===== src/rtl/arrow_scheduler.sv =====
// arrow_scheduler: pattern-table driven attack-wave sequencer.
// Fetches one ROM entry per arrow, waits its programmed delay, then launches the
// arrow into the lowest-index free slot. Reports completion once the wave has
// drained.
`timescale 1ns / 1ps

module arrow_scheduler #(
  parameter int unsigned NUM_SLOTS   = 24,
  parameter int unsigned WAVE_DEPTH  = 16,
  parameter int unsigned TICK_CYCLES = 1083333,
  parameter int unsigned ROM_LATENCY = 2,
  parameter logic [3:0]  START_STATE = 4'b1000
) (
  input  logic                              clk,
  input  logic                              rst,
  input  logic [3:0]                        state_in,
  input  logic [3:0]                        turn_in,
  input  logic                              abort_in,
  input  logic [NUM_SLOTS-1:0]              slot_busy_in,
  output logic [3+$clog2(WAVE_DEPTH):0]     pat_addr_out,
  input  logic [13:0]                       pat_data_in,
  output logic [NUM_SLOTS-1:0]              spawn_out,
  output logic [1:0]                        direction_out,
  output logic [1:0]                        speed_out,
  output logic                              inversed_out,
  output logic                              busy_out,
  output logic                              finished_out,
  output logic [7:0]                        spawn_count_out
);

  localparam int unsigned IdxW   = $clog2(WAVE_DEPTH);
  // Delay counter must hold 255 ticks without overflow.
  localparam int unsigned CntW   = $clog2(255 * TICK_CYCLES + 1);
  localparam int unsigned FetchW = (ROM_LATENCY > 0) ? $clog2(ROM_LATENCY + 1) : 1;

  typedef enum logic [2:0] {StIdle, StFetch, StDelay, StIssue, StDrain} state_e;

  state_e               state_q, state_d;
  logic [3:0]           prev_state_q;
  logic [3:0]           turn_q, turn_d;
  logic [IdxW-1:0]      idx_q, idx_d;
  logic [FetchW-1:0]    fetch_cnt_q, fetch_cnt_d;
  logic [CntW-1:0]      delay_q, delay_d;
  logic [13:0]          entry_q, entry_d;
  logic                 drain_wait_q, drain_wait_d;
  logic [NUM_SLOTS-1:0] spawn_q, spawn_d;
  logic [1:0]           dir_q, dir_d;
  logic [1:0]           speed_q, speed_d;
  logic                 inv_q, inv_d;
  logic                 busy_q, busy_d;
  logic                 fin_q, fin_d;
  logic [7:0]           count_q, count_d;

  logic                 start_edge;
  logic [NUM_SLOTS-1:0] free_slots;
  logic [NUM_SLOTS-1:0] pick;
  logic                 slot_found;
  logic                 fetch_done;
  logic                 last_entry;
  logic                 drain_done;

  assign start_edge = (state_in == START_STATE) && (prev_state_q != START_STATE);
  // A slot spawned last cycle is not yet reflected in slot_busy_in.
  assign free_slots = ~slot_busy_in & ~spawn_q;
  // Isolate the lowest set bit.
  assign pick       = free_slots & (~free_slots + NUM_SLOTS'(1));
  assign slot_found = |free_slots;
  assign fetch_done = (fetch_cnt_q == FetchW'(ROM_LATENCY));
  assign last_entry = entry_q[0] || (idx_q == IdxW'(WAVE_DEPTH - 1));
  assign drain_done = drain_wait_q && (slot_busy_in == '0);

  assign pat_addr_out    = {turn_q, idx_q};
  assign spawn_out       = spawn_q;
  assign direction_out   = dir_q;
  assign speed_out       = speed_q;
  assign inversed_out    = inv_q;
  assign busy_out        = busy_q;
  assign finished_out    = fin_q;
  assign spawn_count_out = count_q;

  // State register and previous game-state register.
  always_ff @(posedge clk) begin
    if (!rst) begin
      state_q      <= StIdle;
      prev_state_q <= 4'b0000;
    end else begin
      state_q      <= state_d;
      prev_state_q <= state_in;
    end
  end

  // Next-state logic; abort wins over start and launch.
  always_comb begin
    state_d = state_q;
    case (state_q)
      StIdle:  if (start_edge && !abort_in) state_d = StFetch;
      StFetch: if (fetch_done) state_d = StDelay;
      StDelay: if (delay_q == '0) state_d = StIssue;
      StIssue: if (slot_found) state_d = last_entry ? StDrain : StFetch;
      StDrain: if (drain_done) state_d = StIdle;
      default: state_d = StIdle;
    endcase
    if (abort_in && (state_q != StIdle)) state_d = StIdle;
  end

  // Datapath and registered-output next values.
  always_comb begin
    turn_d       = turn_q;
    idx_d        = idx_q;
    fetch_cnt_d  = fetch_cnt_q;
    delay_d      = delay_q;
    entry_d      = entry_q;
    drain_wait_d = drain_wait_q;
    busy_d       = busy_q;
    count_d      = count_q;
    spawn_d      = '0;
    dir_d        = 2'b00;
    speed_d      = 2'b00;
    inv_d        = 1'b0;
    fin_d        = 1'b0;
    case (state_q)
      StIdle: begin
        if (start_edge && !abort_in) begin
          turn_d      = turn_in;
          idx_d       = '0;
          fetch_cnt_d = '0;
          count_d     = 8'd0;
          busy_d      = 1'b1;
        end
      end
      StFetch: begin
        if (fetch_done) begin
          entry_d = pat_data_in;
          delay_d = CntW'(pat_data_in[13:6]) * CntW'(TICK_CYCLES);
        end else begin
          fetch_cnt_d = fetch_cnt_q + FetchW'(1);
        end
      end
      StDelay: begin
        if (delay_q != '0) delay_d = delay_q - CntW'(1);
      end
      StIssue: begin
        if (slot_found) begin
          spawn_d = pick;
          dir_d   = entry_q[5:4];
          speed_d = entry_q[3:2];
          inv_d   = entry_q[1];
          count_d = (count_q == 8'hFF) ? count_q : count_q + 8'd1;
          if (last_entry) begin
            drain_wait_d = 1'b0;
          end else begin
            idx_d       = idx_q + IdxW'(1);
            fetch_cnt_d = '0;
          end
        end
      end
      StDrain: begin
        if (!drain_wait_q) begin
          drain_wait_d = 1'b1;
        end else if (drain_done) begin
          fin_d  = 1'b1;
          busy_d = 1'b0;
        end
      end
      default: ;
    endcase
    if (abort_in && (state_q != StIdle)) begin
      busy_d  = 1'b0;
      spawn_d = '0;
      dir_d   = 2'b00;
      speed_d = 2'b00;
      inv_d   = 1'b0;
      fin_d   = 1'b0;
      count_d = count_q;
    end
  end

  // Datapath and output registers.
  always_ff @(posedge clk) begin
    if (!rst) begin
      turn_q       <= 4'd0;
      idx_q        <= '0;
      fetch_cnt_q  <= '0;
      delay_q      <= '0;
      entry_q      <= 14'd0;
      drain_wait_q <= 1'b0;
      spawn_q      <= '0;
      dir_q        <= 2'b00;
      speed_q      <= 2'b00;
      inv_q        <= 1'b0;
      busy_q       <= 1'b0;
      fin_q        <= 1'b0;
      count_q      <= 8'd0;
    end else begin
      turn_q       <= turn_d;
      idx_q        <= idx_d;
      fetch_cnt_q  <= fetch_cnt_d;
      delay_q      <= delay_d;
      entry_q      <= entry_d;
      drain_wait_q <= drain_wait_d;
      spawn_q      <= spawn_d;
      dir_q        <= dir_d;
      speed_q      <= speed_d;
      inv_q        <= inv_d;
      busy_q       <= busy_d;
      fin_q        <= fin_d;
      count_q      <= count_d;
    end
  end

endmodule


===== config.mk =====
export PLATFORM = sky130hd
export DESIGN_NAME = arrow_scheduler
export DESIGN_NICKNAME = d
export VERILOG_FILES = /design/src/rtl/arrow_scheduler.sv
export SDC_FILE = /design/constraint.sdc
export NUM_CORES = 1
export LEC_CHECK = 0
export BUFFER_PORTS_ARGS = -buffer_cell sky130_fd_sc_hd__buf_4
export CAP_MARGIN = 20
export CORE_MARGIN = 1.5
export CORE_UTILIZATION = 51
export DETAILED_ROUTE_END_ITERATION = 12
export PLACE_DENSITY = 0.75
export SLEW_MARGIN = 20
export SYNTH_ARGS = -nofsm -noshare
export SYNTH_HDL_FRONTEND = slang
export SYNTH_SLANG_ARGS = --single-unit
export TNS_END_PERCENT = 20

===== constraint.sdc =====
create_clock -name clk -period 3.8 [get_ports clk]
set_input_delay 0.19 -clock clk [delete_from_list [all_inputs] [get_ports clk]]
set_output_delay 0.19 -clock clk [all_outputs]
set_load 0.02 [all_outputs]

==> results.sh <==
export IMPL_drv_cap=0
export IMPL_end_kind="flip-flop"
export IMPL_ir_drop_uv=294
export IMPL_fin_skew_ns=0.00792
export IMPL_max_slew_margin_rel_pct=29.0
export IMPL_fp_dieW_microns=116
export IMPL_fp_dieH_microns=116
export IMPL_die_area_sq_um=13500
export IMPL_synth_nets=928
export IMPL_num_vias=6206
export IMPL_drt_iter0_markers=470
export IMPL_grt_pass1_vias=5794
export IMPL_syn_inst=792
export IMPL_p_clk_share_pct=26.9
export IMPL_antenna_left=0
export IMPL_worst_pin_slew_ns=1.06
export IMPL_start_kind="input port"
export IMPL_antenna_found_initial=0
export IMPL_drive_gt1_share_pct=21.1
export IMPL_diodes=0
export IMPL_finalHoldViolCount=0
export IMPL_synthArstFlopShare_pct=0
export IMPL_tritoncts="yes"
export IMPL_max_clock_freq_mhz=266
export IMPL_core_sq_um=12600
export IMPL_synth_edf_count=0
export IMPL_cts_sinks=92
export IMPL_combPwrFrac_pct=45.9
export IMPL_path_clk_slew_ns=0.07
export IMPL_fin_ws_ns=0.0386
export IMPL_ys_flop_type="dfxtp_1"
export IMPL_regToRegSetupSlack_ns=0.97
export IMPL_cts_htree_levels=3
export IMPL_io_pins=96
export IMPL_floorplan_initialDensity_pct=51.9
export IMPL_place_congestion=0.936
export IMPL_grt_pass1_wl_microns=27100
export IMPL_track_usage_pct=24.8
export IMPL_ys_types=66
export IMPL_synth_area_leaders="dfxtp_1 (28%), ha_1 (13%), fa_1 (6.4%)"
export IMPL_overflow=0
export IMPL_critPathKind="input port to flip-flop"
export IMPL_drc_errors=0
export IMPL_wl_per_cell_microns=15.2
export IMPL_period_minus_slack_ns=3.76
export IMPL_synth_top_area_share_pct=28.2
export IMPL_cts_buffers_inserted=9
export IMPL_synth_avg_cell_area_sq_um=8.23
export IMPL_firstDrtPassIters=5
export IMPL_final_common_cell="buf_4"
export IMPL_syn_area_sq_um=6520
export IMPL_fin_crit_sh_pct=99.0
export IMPL_multi_input_area_sq_um=4430
export IMPL_status="finished, final reports clean"
export IMPL_drv_slew=0
export IMPL_powerDensity_nw_per_um2=443
export IMPL_ys_seq_area_share_pct=28.2
export IMPL_netSwitchingFraction_pct=34.0
export IMPL_cts_root_buffer="clkbuf_16"
export IMPL_area_growth_pct=24.4
export IMPL_setup_viol=0
export IMPL_power_leakage_nw=3.54
export IMPL_clock_latency_ns=0.34
export IMPL_io_buffers=95
export IMPL_grt_max_degree=38
export IMPL_post_place_ws_ns=-0.209
export IMPL_fp_row_count=41
export IMPL_hold_path_class="input port to flip-flop"
export IMPL_arrival_ns=4.01
export IMPL_vias_per_cell=5.68
export IMPL_synth_seq_cells=92
export IMPL_clockBufferDepth=2
export IMPL_yosys_area_top_type="dfxtp_1"
export IMPL_post_dp_hpwl_microns=12800
export IMPL_finalPower_w=0.00359
export IMPL_p_int_w=0.00237
export IMPL_nets=1051
export IMPL_p_seq_share_pct=27.1
export IMPL_drt_total_wl_microns=16600
export IMPL_seqCellArea_sq_um=1840
export IMPL_layout_common_cells="buf_4 (144), dfxtp_1 (92), nor2_1 (78), nand2_1 (61), ha_1 (61)"
export IMPL_fillerInstances=1084
export IMPL_power_switching_w=0.00122
export IMPL_critical_path_required_ns=4.05
export IMPL_worstPathMaxFanout=4
export IMPL_yosysWarnings=0
==> synthesized netlist by cell type, types with 11 or more instances <==
library cell and n:
xnor2_1 16, clkbuf_1 26, nor3_1 32, inv_1 56
ha_1 66, o21ai_0 40, a21oi_1 54, nand3_1 31
nand2_1 61, nor2_1 78, dfxtp_1 92, a31oi_1 11
and2_1 13, fa_1 21, o22ai_1 11, nor4_1 30
==> metal layers <==
metal / part of all wire (%) / track usage, % / vias to the layer above
met1: 46 / 33.7 / 2861
met2: 47 / 41.2 / 207
li1: - / - / 3116
met5: 0 / 0 / -
met4: 1.2 / 6.10 / 0
met3: 6.2 / 4.13 / 22
==> path summary, 6_finish.rpt <==
check	start	endpoint	cells after the start
worst max register to register	delay_q[0]	delay_q[22]	8
worst min register to register	entry_q[2]	speed_out[0]	1
worst max-delay path	pat_data_in[11]	delay_q[23]	16
worst min-delay path	slot_busy_in[17]	spawn_out[17]	2
==> power groups by stage <==
stage	combinational (W)	clock [W]	sequential, W
after floorplan	0.000941	0	0.000998
after global placement	0.00150	0	0.000995
after detailed placement	0.00151	0	0.000996
after CTS	0.00152	0.000978	0.000973
after global routing	0.00183	0.00101	0.000973
final	0.00165	0.000967	0.000973
==> sequential cells by signal, summed over array words and instances, names as in the netlist, 3 cells and up <==
| name | flops |
|---|---|
| spawn_count_out | 8 |
| delay_q | 29 |
| spawn_out | 24 |
| turn_q | 4 |
| state_q | 3 |
| prev_state_q | 4 |
| entry_q | 6 |
| idx_q | 4 |
==> layout make-up <==
type / instances / share of cell area (%)
Inverter: 57 / 2.64
Sequential cell: 92 / 22.7
Clock buffer: 10 / 2.82
Clock inverter: 6 / 1.17
Tap cell: 172 / 2.65
Timing Repair Buffer: 144 / 13.3
Multi-Input combinational cell: 611 / 54.7
==> critical path, cell delays in order <==
cell,delay [ns]
buf_4,0.12
fa_1,0.55
inv_1,0.08
fa_1,0.48
inv_1,0.06
fa_1,0.59
ha_4,0.22
ha_4,0.24
buf_4,0.14
nand2_1,0.09
a21boi_0,0.11
o21ai_1,0.28
o21bai_4,0.10
a21oi_2,0.18
mux2_2,0.35
a211oi_1,0.23
==> metrics by stage <==
step / utilization, % / hold WS, ns / cell area [sq um] / instances / TNS (ns)
2_1_floorplan: - / 0.266 / 6570 / 792 / -0.0257
3_3_place_gp: 61.4 / 0.375 / 7710 / 1075 / -1.42
3_5_place_dp: 61.4 / 0.377 / 7710 / 1075 / -1.90
4_1_cts: 64.0 / 0.0219 / 8040 / 1091 / 0
5_1_grt: 64.5 / 0.0224 / 8110 / 1092 / -0.110
6_report: 64.5 / 0.0275 / 8110 / 1092 / 0
==> timing repair <==
item | CTS | global route
hold buffers | 0 | 0
gates resized for setup | 0 | 9
endpoints found under the setup margin | 0 | 7
setup buffers | 0 | 1
endpoints found under the hold margin | 0 | 0
==> kinds of logic after synthesis <==
family | share of synthesized area [%]
buffers and inverters | 5.47
xor gates and xnor gates | 3.36
and+or+nand+nor | 23.7
DFF | 28.2
adders and majority gates | 19.1
muxes | 2.07
AOI/OAI and AO/OA | 18.0
Note: power is estimated with default switching activity, not from simulation.
